`src/rtl/keypad_scan_ctrl.sv`:
```
// keypad_scan_ctrl: 4x4 keypad scanner with press/release debounce, one-cycle accept strobe and two-digit history.
// Define KEYPAD_SYNC_EN to pass rows through a two-flop synchronizer before any decision.
module keypad_scan_ctrl #(
   parameter int SCAN_DIV = 4096,
   parameter int DEBOUNCE_CYCLES = 65536
) (
   input  logic       clk,
   input  logic       reset,
   input  logic [3:0] rows,
   output logic [3:0] cols,
   output logic       key_valid,
   output logic [3:0] key_code,
   output logic [3:0] digit0,
   output logic [3:0] digit1
);
   localparam int MAXC = (SCAN_DIV > DEBOUNCE_CYCLES) ? SCAN_DIV : DEBOUNCE_CYCLES;
   localparam int W = $clog2(MAXC + 1);
   localparam logic [W-1:0] SCAN_LAST = W'(SCAN_DIV - 1);
   localparam logic [W-1:0] DB_LAST = W'(DEBOUNCE_CYCLES - 1);
   // nibble {row, col} holds the hex code of that key
   localparam logic [63:0] KEYMAP = 64'hDF0E_C987_B654_A321;
   typedef enum logic [1:0] {SCAN, PRESS_DB, HELD, RELEASE_DB} state_t;
   state_t state, state_n;
   logic [1:0] col, col_n, row, row_n;
   logic [W-1:0] scnt, scnt_n, dcnt, dcnt_n;
   logic kv_n, hit;
   logic [3:0] code_n, d0_n, d1_n, rs, code;
`ifdef KEYPAD_SYNC_EN
   logic [3:0] sync1, sync2;
   always_ff @(posedge clk) begin
      if (!reset) begin
         sync1 <= 4'hf;
         sync2 <= 4'hf;
      end else begin
         sync1 <= rows;
         sync2 <= sync1;
      end
   end
   assign rs = sync2;
`else
   assign rs = rows;
`endif
   assign code = KEYMAP[{row, col, 2'b00} +: 4];
   assign hit = ~rs[row];
   assign cols = ~(4'b0001 << col);
   always_comb begin
      state_n = state;
      col_n = col;
      row_n = row;
      scnt_n = '0;
      dcnt_n = dcnt;
      kv_n = 1'b0;
      code_n = key_code;
      d0_n = digit0;
      d1_n = digit1;
      case (state)
         SCAN: begin
            scnt_n = scnt + 1'b1;
            if (scnt == SCAN_LAST) begin
               scnt_n = '0;
               if (rs != 4'hf) begin
                  state_n = PRESS_DB;
                  dcnt_n = '0;
                  row_n = !rs[0] ? 2'd0 : !rs[1] ? 2'd1 : !rs[2] ? 2'd2 : 2'd3;
               end else
                  col_n = col + 1'b1;
            end
         end
         PRESS_DB: begin
            dcnt_n = dcnt + 1'b1;
            if (!hit) begin
               state_n = SCAN;
               col_n = col + 1'b1;
            end else if (dcnt == DB_LAST) begin
               state_n = HELD;
               kv_n = 1'b1;
               code_n = code;
               d0_n = code;
               d1_n = digit0;
            end
         end
         HELD:
            if (!hit) begin
               state_n = RELEASE_DB;
               dcnt_n = '0;
            end
         RELEASE_DB:
            // any low sample restarts the release qualification
            if (hit)
               dcnt_n = '0;
            else if (dcnt == DB_LAST) begin
               state_n = SCAN;
               col_n = col + 1'b1;
               dcnt_n = '0;
            end else
               dcnt_n = dcnt + 1'b1;
         default: state_n = SCAN;
      endcase
   end
   always_ff @(posedge clk) begin
      if (!reset) begin
         state <= SCAN;
         col <= 2'd0;
         row <= 2'd0;
         scnt <= '0;
         dcnt <= '0;
         key_valid <= 1'b0;
         key_code <= 4'h0;
         digit0 <= 4'h0;
         digit1 <= 4'h0;
      end else begin
         state <= state_n;
         col <= col_n;
         row <= row_n;
         scnt <= scnt_n;
         dcnt <= dcnt_n;
         key_valid <= kv_n;
         key_code <= code_n;
         digit0 <= d0_n;
         digit1 <= d1_n;
      end
   end
endmodule

```
`config.mk`:
```
export PLATFORM = sky130hd
export DESIGN_NAME = keypad_scan_ctrl
export DESIGN_NICKNAME = d
export VERILOG_FILES = /design/src/rtl/keypad_scan_ctrl.sv
export SDC_FILE = /design/constraint.sdc
export NUM_CORES = 1
export LEC_CHECK = 0
export ABC_AREA = 1
export ABC_CLOCK_PERIOD_IN_PS = 2700
export CAP_MARGIN = 30
export CORE_MARGIN = 1.5
export CORE_UTILIZATION = 55
export DETAILED_ROUTE_END_ITERATION = 7
export PLACE_DENSITY = 0.76
export SKIP_LAST_GASP = 1
export SLEW_MARGIN = 20
export SYNTH_ARGS = -nofsm -noshare
export SYNTH_HDL_FRONTEND = slang
export SYNTH_SLANG_ARGS = --single-unit
```
`constraint.sdc`:
```
create_clock -name clk -period 2.7 [get_ports clk]
set_input_delay 0.54 -clock clk [delete_from_list [all_inputs] [get_ports clk]]
set_output_delay 0.54 -clock clk [all_outputs]
set_load 0.005 [all_outputs]
```
### After elaboration in Yosys (flattened, before gate mapping)

Index checks and enable logic that the tools add are counted.

* register bits after elaboration: 49
* input port bits: 6
* output and inout bits: 17
* word-level logic and storage cells: 68

* add/subtract/negate cells: 3
* magnitude comparators: 1
* eq/ne operators: 14
* shifts and indexed selects: 2
* mux-type cells: 26
* bitwise logic cells: 5
* reduce and logical (&&, ||, !) cells: 9

Operators by type and width (count)
* 17-bit 2-to-1 mux: 5
* 17-bit case mux with 4 select lines: 1
* 64-bit by 7-bit indexed part select with 4-bit output (first input constant): 1
* 17-bit by 1-bit adder with 17-bit output (second input constant): 2
* 2-bit 2-to-1 mux: 14
* 17-bit by 12-bit equality test with 1-bit output (second input constant): 1
* 17-bit by 16-bit equality test with 1-bit output (second input constant): 1
* 2-bit != test (second input constant): 7
* 6-bit AND reduction: 2
* 3-bit AND reduction: 3
* 2-bit case mux with 4 select lines: 1
* 2-bit case mux with 3 select lines: 1
* 3-bit OR reduction: 2
* 2-bit equality test (second input constant): 2
* 4-bit != test (second input constant): 1
* 1-bit NOT: 4
* 4-bit NOT: 1
* 1-bit by 2-bit left shift with 4-bit output (first input constant): 1
* 2-bit by 3-bit < comparator with 1-bit output (second input constant): 1
* 1-bit 2-to-1 mux: 3
* 3-bit != test (second input constant): 1
* 3-bit nonzero test: 1
* 2-bit by 1-bit adder with 2-bit output (second input constant): 1
* 1-bit binary-select mux with 2-bit select: 1
* other kinds (2): 2

### Depth between registers and ports, before layout

* depth after elaboration: 4
* gate-level depth with buffers: 14
* mapped depth without buffers: 14

### Least setup slack after synthesis

Ideal clock, no wire load.

* path kind: register to register
* start: register dcnt[0]
* end: register dcnt[2]
* setup time: 0.116 ns
* arrival time: 1.795 ns
* data required time: 2.584 ns
* path slack: 0.790 ns
* cell stages (with the launch flop): 14
* path buffers: 0
* period minus slack after synthesis: 1.910 ns
* cell sequence: dfxtp_1 > ha_1 > nand2_1 > inv_1 > nand3_1 > nor3_1 > ha_1 > nor2_1 > inv_1 > o21ai_1 > inv_1 > nand2_2 > nand2_2 > nor2_1

* cells in the longest elaborated chain, start to end: 4
* elaborated cells on any way between the ends: 5
* those cells by class: 1 x add/sub; 1 x eq/ne; 3 x mux

Ends and longest elaborated chain
* start: declaration: line 25 `logic [W-1:0] scnt, scnt_n, dcnt, dcnt_n;`
* start signal: assignment: line 116 `dcnt <= dcnt_n;`
* 17-bit by 1-bit adder with 17-bit output / 17-bit by 16-bit equality test with 1-bit output (equally long branches): line 70, 96, 91
* 17-bit 2-to-1 mux: line 91 `else if (dcnt == DB_LAST) begin`
* 17-bit 2-to-1 mux: line 89 `if (hit)`
* 17-bit case mux with 4 select lines (*): line 56 `case (state)`

Mark *: on every way between the ends. The rest lies on a longest branch, timed or not.
A chain may end at the register's enable or synchronous reset.

### Final worst setup path

* start: register dcnt[1]
* end: register col[0]

* cells in the longest elaborated chain, start to end: 3

Ends and longest elaborated chain
* 17-bit by 16-bit equality test with 1-bit output: line 91
* 2-bit != test (no source line)
* 6-bit AND reduction (no source line)
* end signal: assignment: line 113 `col <= col_n;`
* end: declaration: line 24 `logic [1:0] col, col_n, row, row_n;`

No other way between the ends.

==> flow_summary.json <==
{
  "critPathTopFamily": "simple AND/OR/NAND/NOR gates",
  "status": "complete, no violations",
  "rsz0062_at_grt": "no",
  "crit_path_frequent_cell": "nand2_1",
  "drtIter0Drc": 108,
  "start_util": 0.5703,
  "start_kind": "register",
  "critPathMaxStageDelay_ns": 0.37,
  "io_pins": 23,
  "yosysUniqueCellTypes": 37,
  "die_w_um": 75.54,
  "cts_setup_buffers": 0,
  "h-tree-depth": 2,
  "ctsHoldBuffers": 0,
  "yosysSeqAreaShare": 0.3390,
  "grt_pass1_vias": 2220,
  "setup_viol": 0,
  "port-buffer-count": 22,
  "vdd_ir_drop_max_mv": 0.2614,
  "place_ws_ns": 0.3808,
  "synth_area_um2": 2894,
  "clk_pin_slew_ns": 0.09,
  "fin_cells": 500,
  "grtUsageTotal": 0.2147,
  "dr_wl_met2_um": 2789,
  "ys_warn_count": 0,
  "firstDrtPassIters": 4,
  "wl_um": 5710,
  "grt.overflow.total": 0,
  "met3_length_um": 182,
  "min_path_type": "register to register",
  "placed_cells": 492,
  "core_area_um2": 5075,
  "die_area_um2": 5706,
  "crit_chain": "ha_1 > nand2_1 > inv_1 > nand3_1 > nor3_1 > ha_1 > nor2_1 > inv_1 > nand3_1 > a21oi_1 > nand2_1 > nand2_1 > a21oi_1",
  "drv_slew": 0,
  "num_antenna_cells": 0,
  "fin_crit_sh": 0.8760,
  "ant_nets": 0,
  "layout_setup_ws_ns": 0.3347,
  "cts_buffers": 5,
  "crit_type": "register to register",
  "synthCells": 408,
  "fmax_mhz": 422.8,
  "cp-end-kind": "register",
  "ys_seq_elements": 49,
  "cts_root_buf": "clkbuf_8",
  "timing.critical_path.buf_inv": 2,
  "fin_crit_ns": 2.365,
  "grt_first_pass_wirelength_um": 9425,
  "fp-row-count": 26,
  "p_leak_nw": 1.292,
  "cts_buffer_depth": 2,
  "clkSinkCount": 49,
  "max_slew_margin": 0.6675,
  "power_density_nw_per_um2": 460.2,
  "drc": 0,
  "dr.max_layer_used": "met4",
  "finalSetupTns_ns": 0,
  "maxCapViolCount": 0,
  "place_hpwl_um": 4333,
  "arrival_ns": 2.56,
  "antenna_found_initial": 0,
  "place.gp.congestion": 0.9122,
  "tritoncts": "built",
  "nNetsFinal": 450,
  "critPathSlowestCell": "dfxtp_1",
  "synth_top_cell_by_area": "dfxtp_1",
  "vias": 2519,
  "syn_avg_cell_area_um2": 7.093,
  "syn_nets": 429,
  "tightest_slew_ns": 0.4950,
  "die_y_um": 75.54,
  "hold_viol_final": 0,
  "postCtsResizedCells": 0,
  "grt_max_degree": 22,
  "wl_per_cell_um": 11.42,
  "wl_met1_um": 2625,
  "worstPathMaxFanout": 5,
  "area_growth_pct": 11.59,
  "ys_top_cells_by_area": "dfxtp_1 34%, nand2_1 9.3%, inv_1 8.3%",
  "drive_gt1_frac": 0.1070,
  "cp_data_required_time_ns": 2.89,
  "finalPower_mw": 1.486,
  "vias_per_cell": 5.038,
  "synth_top_area_frac": 0.3390,
  "finalClockSkew_ns": 0.007949,
  "insertion_delay_ns": 0.31
}
layer usage:
metal | vias to the layer above | track usage
met1 | 1127 | 0.2587
li1 | 1337 | -
met4 | 0 | 0.07738
met2 | 44 | 0.3801
met5 | - | 0
met3 | 11 | 0.04101
registers in the layout, indices dropped and copies added, names as in the netlist, named ones only:
signal     cells
col            2
dcnt          17
digit0         4
digit1         4
key_valid      1
row            2
scnt          17
state          1
logic make-up (layout without fill, tap and decap cells):
group | Yosys count | in the layout | share of synthesized area
buf+inv | 78 | 100 | 0.1172
simple gates | 198 | 198 | 0.3342
flops | 49 | 49 | 0.3390
compound gates | 59 | 59 | 0.1176
fa+ha+maj | 15 | 15 | 0.06485
xor+xnor | 9 | 9 | 0.02724
where the power goes:
part	leakage, nW	switching (mW)	internal [mW]
Sequential	0.395	0.0220	0.749
Combinational	0.852	0.186	0.0845
Clock	0.0445	0.261	0.184
Total	1.29	0.469	1.02
stage by stage:
stage / hold WS, ns / util / instance area (um^2)
finish: 0.4464 / 0.6363 / 3229
global route: 0.4725 / 0.6363 / 3229
CTS: 0.4485 / 0.6363 / 3229
detailed placement: 0.4342 / 0.6186 / 3139
global placement: 0.4292 / 0.6186 / 3139
floorplan: 0.4175 / - / 2894
synthesized netlist by cell type (all sizes together):
cell and number:
buf 9, o211ai 1, nor3b 4, inv 67
or2 2, a31oi 1, nor2 54, o21bai 3
nor3 7, clkbuf 2, nor4 1, nand4 8
nand3 38, nand3b 2, ha 15, dfxtp 49
nand2 82, xnor2 2, o21ai 25, xor2 7
a21oi 29
cell type report:
class / count / area [um^2]
multi-input cells: 281 / 1574
clock inverters: 3 / 21.27
flip-flops and latches: 49 / 980.9
clock buffers: 5 / 68.82
fillers: 474 / 1846
well taps: 70 / 87.58
inverters: 67 / 254.0
repair buffers: 25 / 242.7
worst reg2reg max path, stage by stage (launching register included):
cell	delay, ns
dfxtp_1	0.37
ha_1	0.18
nand2_1	0.07
inv_1	0.10
nand3_1	0.17
nor3_1	0.35
ha_1	0.28
nor2_1	0.06
inv_1	0.07
nand3_1	0.07
a21oi_1	0.27
nand2_1	0.13
nand2_1	0.08
a21oi_1	0.05
cell usage in the layout, fill, tap and decap left out, types with 2 or more instances in the layout:
master           netlist  routed
clkdlybuf4s50_1        0      22
clkbuf_8               0       5
inv_2                  2       2
nor2_1                46      46
dfxtp_1               49      49
nor3b_1                4       4
o21ai_1                3       3
o21ai_0               22      22
xnor2_1                2       2
nor2_2                 5       5
or2_2                  2       2
nand3_1               35      35
nand3_2                3       3
a21oi_2                3       3
nand2_4                3       3
nor2_4                 2       2
xor2_1                 7       7
nor3_1                 7       7
nand4_1                7       7
nand2_2                7       7
a21oi_1               25      25
inv_1                 64      64
o21bai_2               3       3
buf_4                  4       3
ha_1                  15      15
nand2_1               72      72
final timing paths:
| path | start | slack [ns] | to | cells after the start |
|---|---|---|---|---|
| setup / recovery | dcnt[1] | 0.33 | col[0] | 13 |
| hold / removal | digit1[0] | 0.45 | digit1[0] | 2 |
| setup reg to reg | dcnt[1] | 0.33 | col[0] | 13 |
| hold reg to reg | digit1[0] | 0.45 | digit1[0] | 2 |
Power figures use the tool's default switching activity.
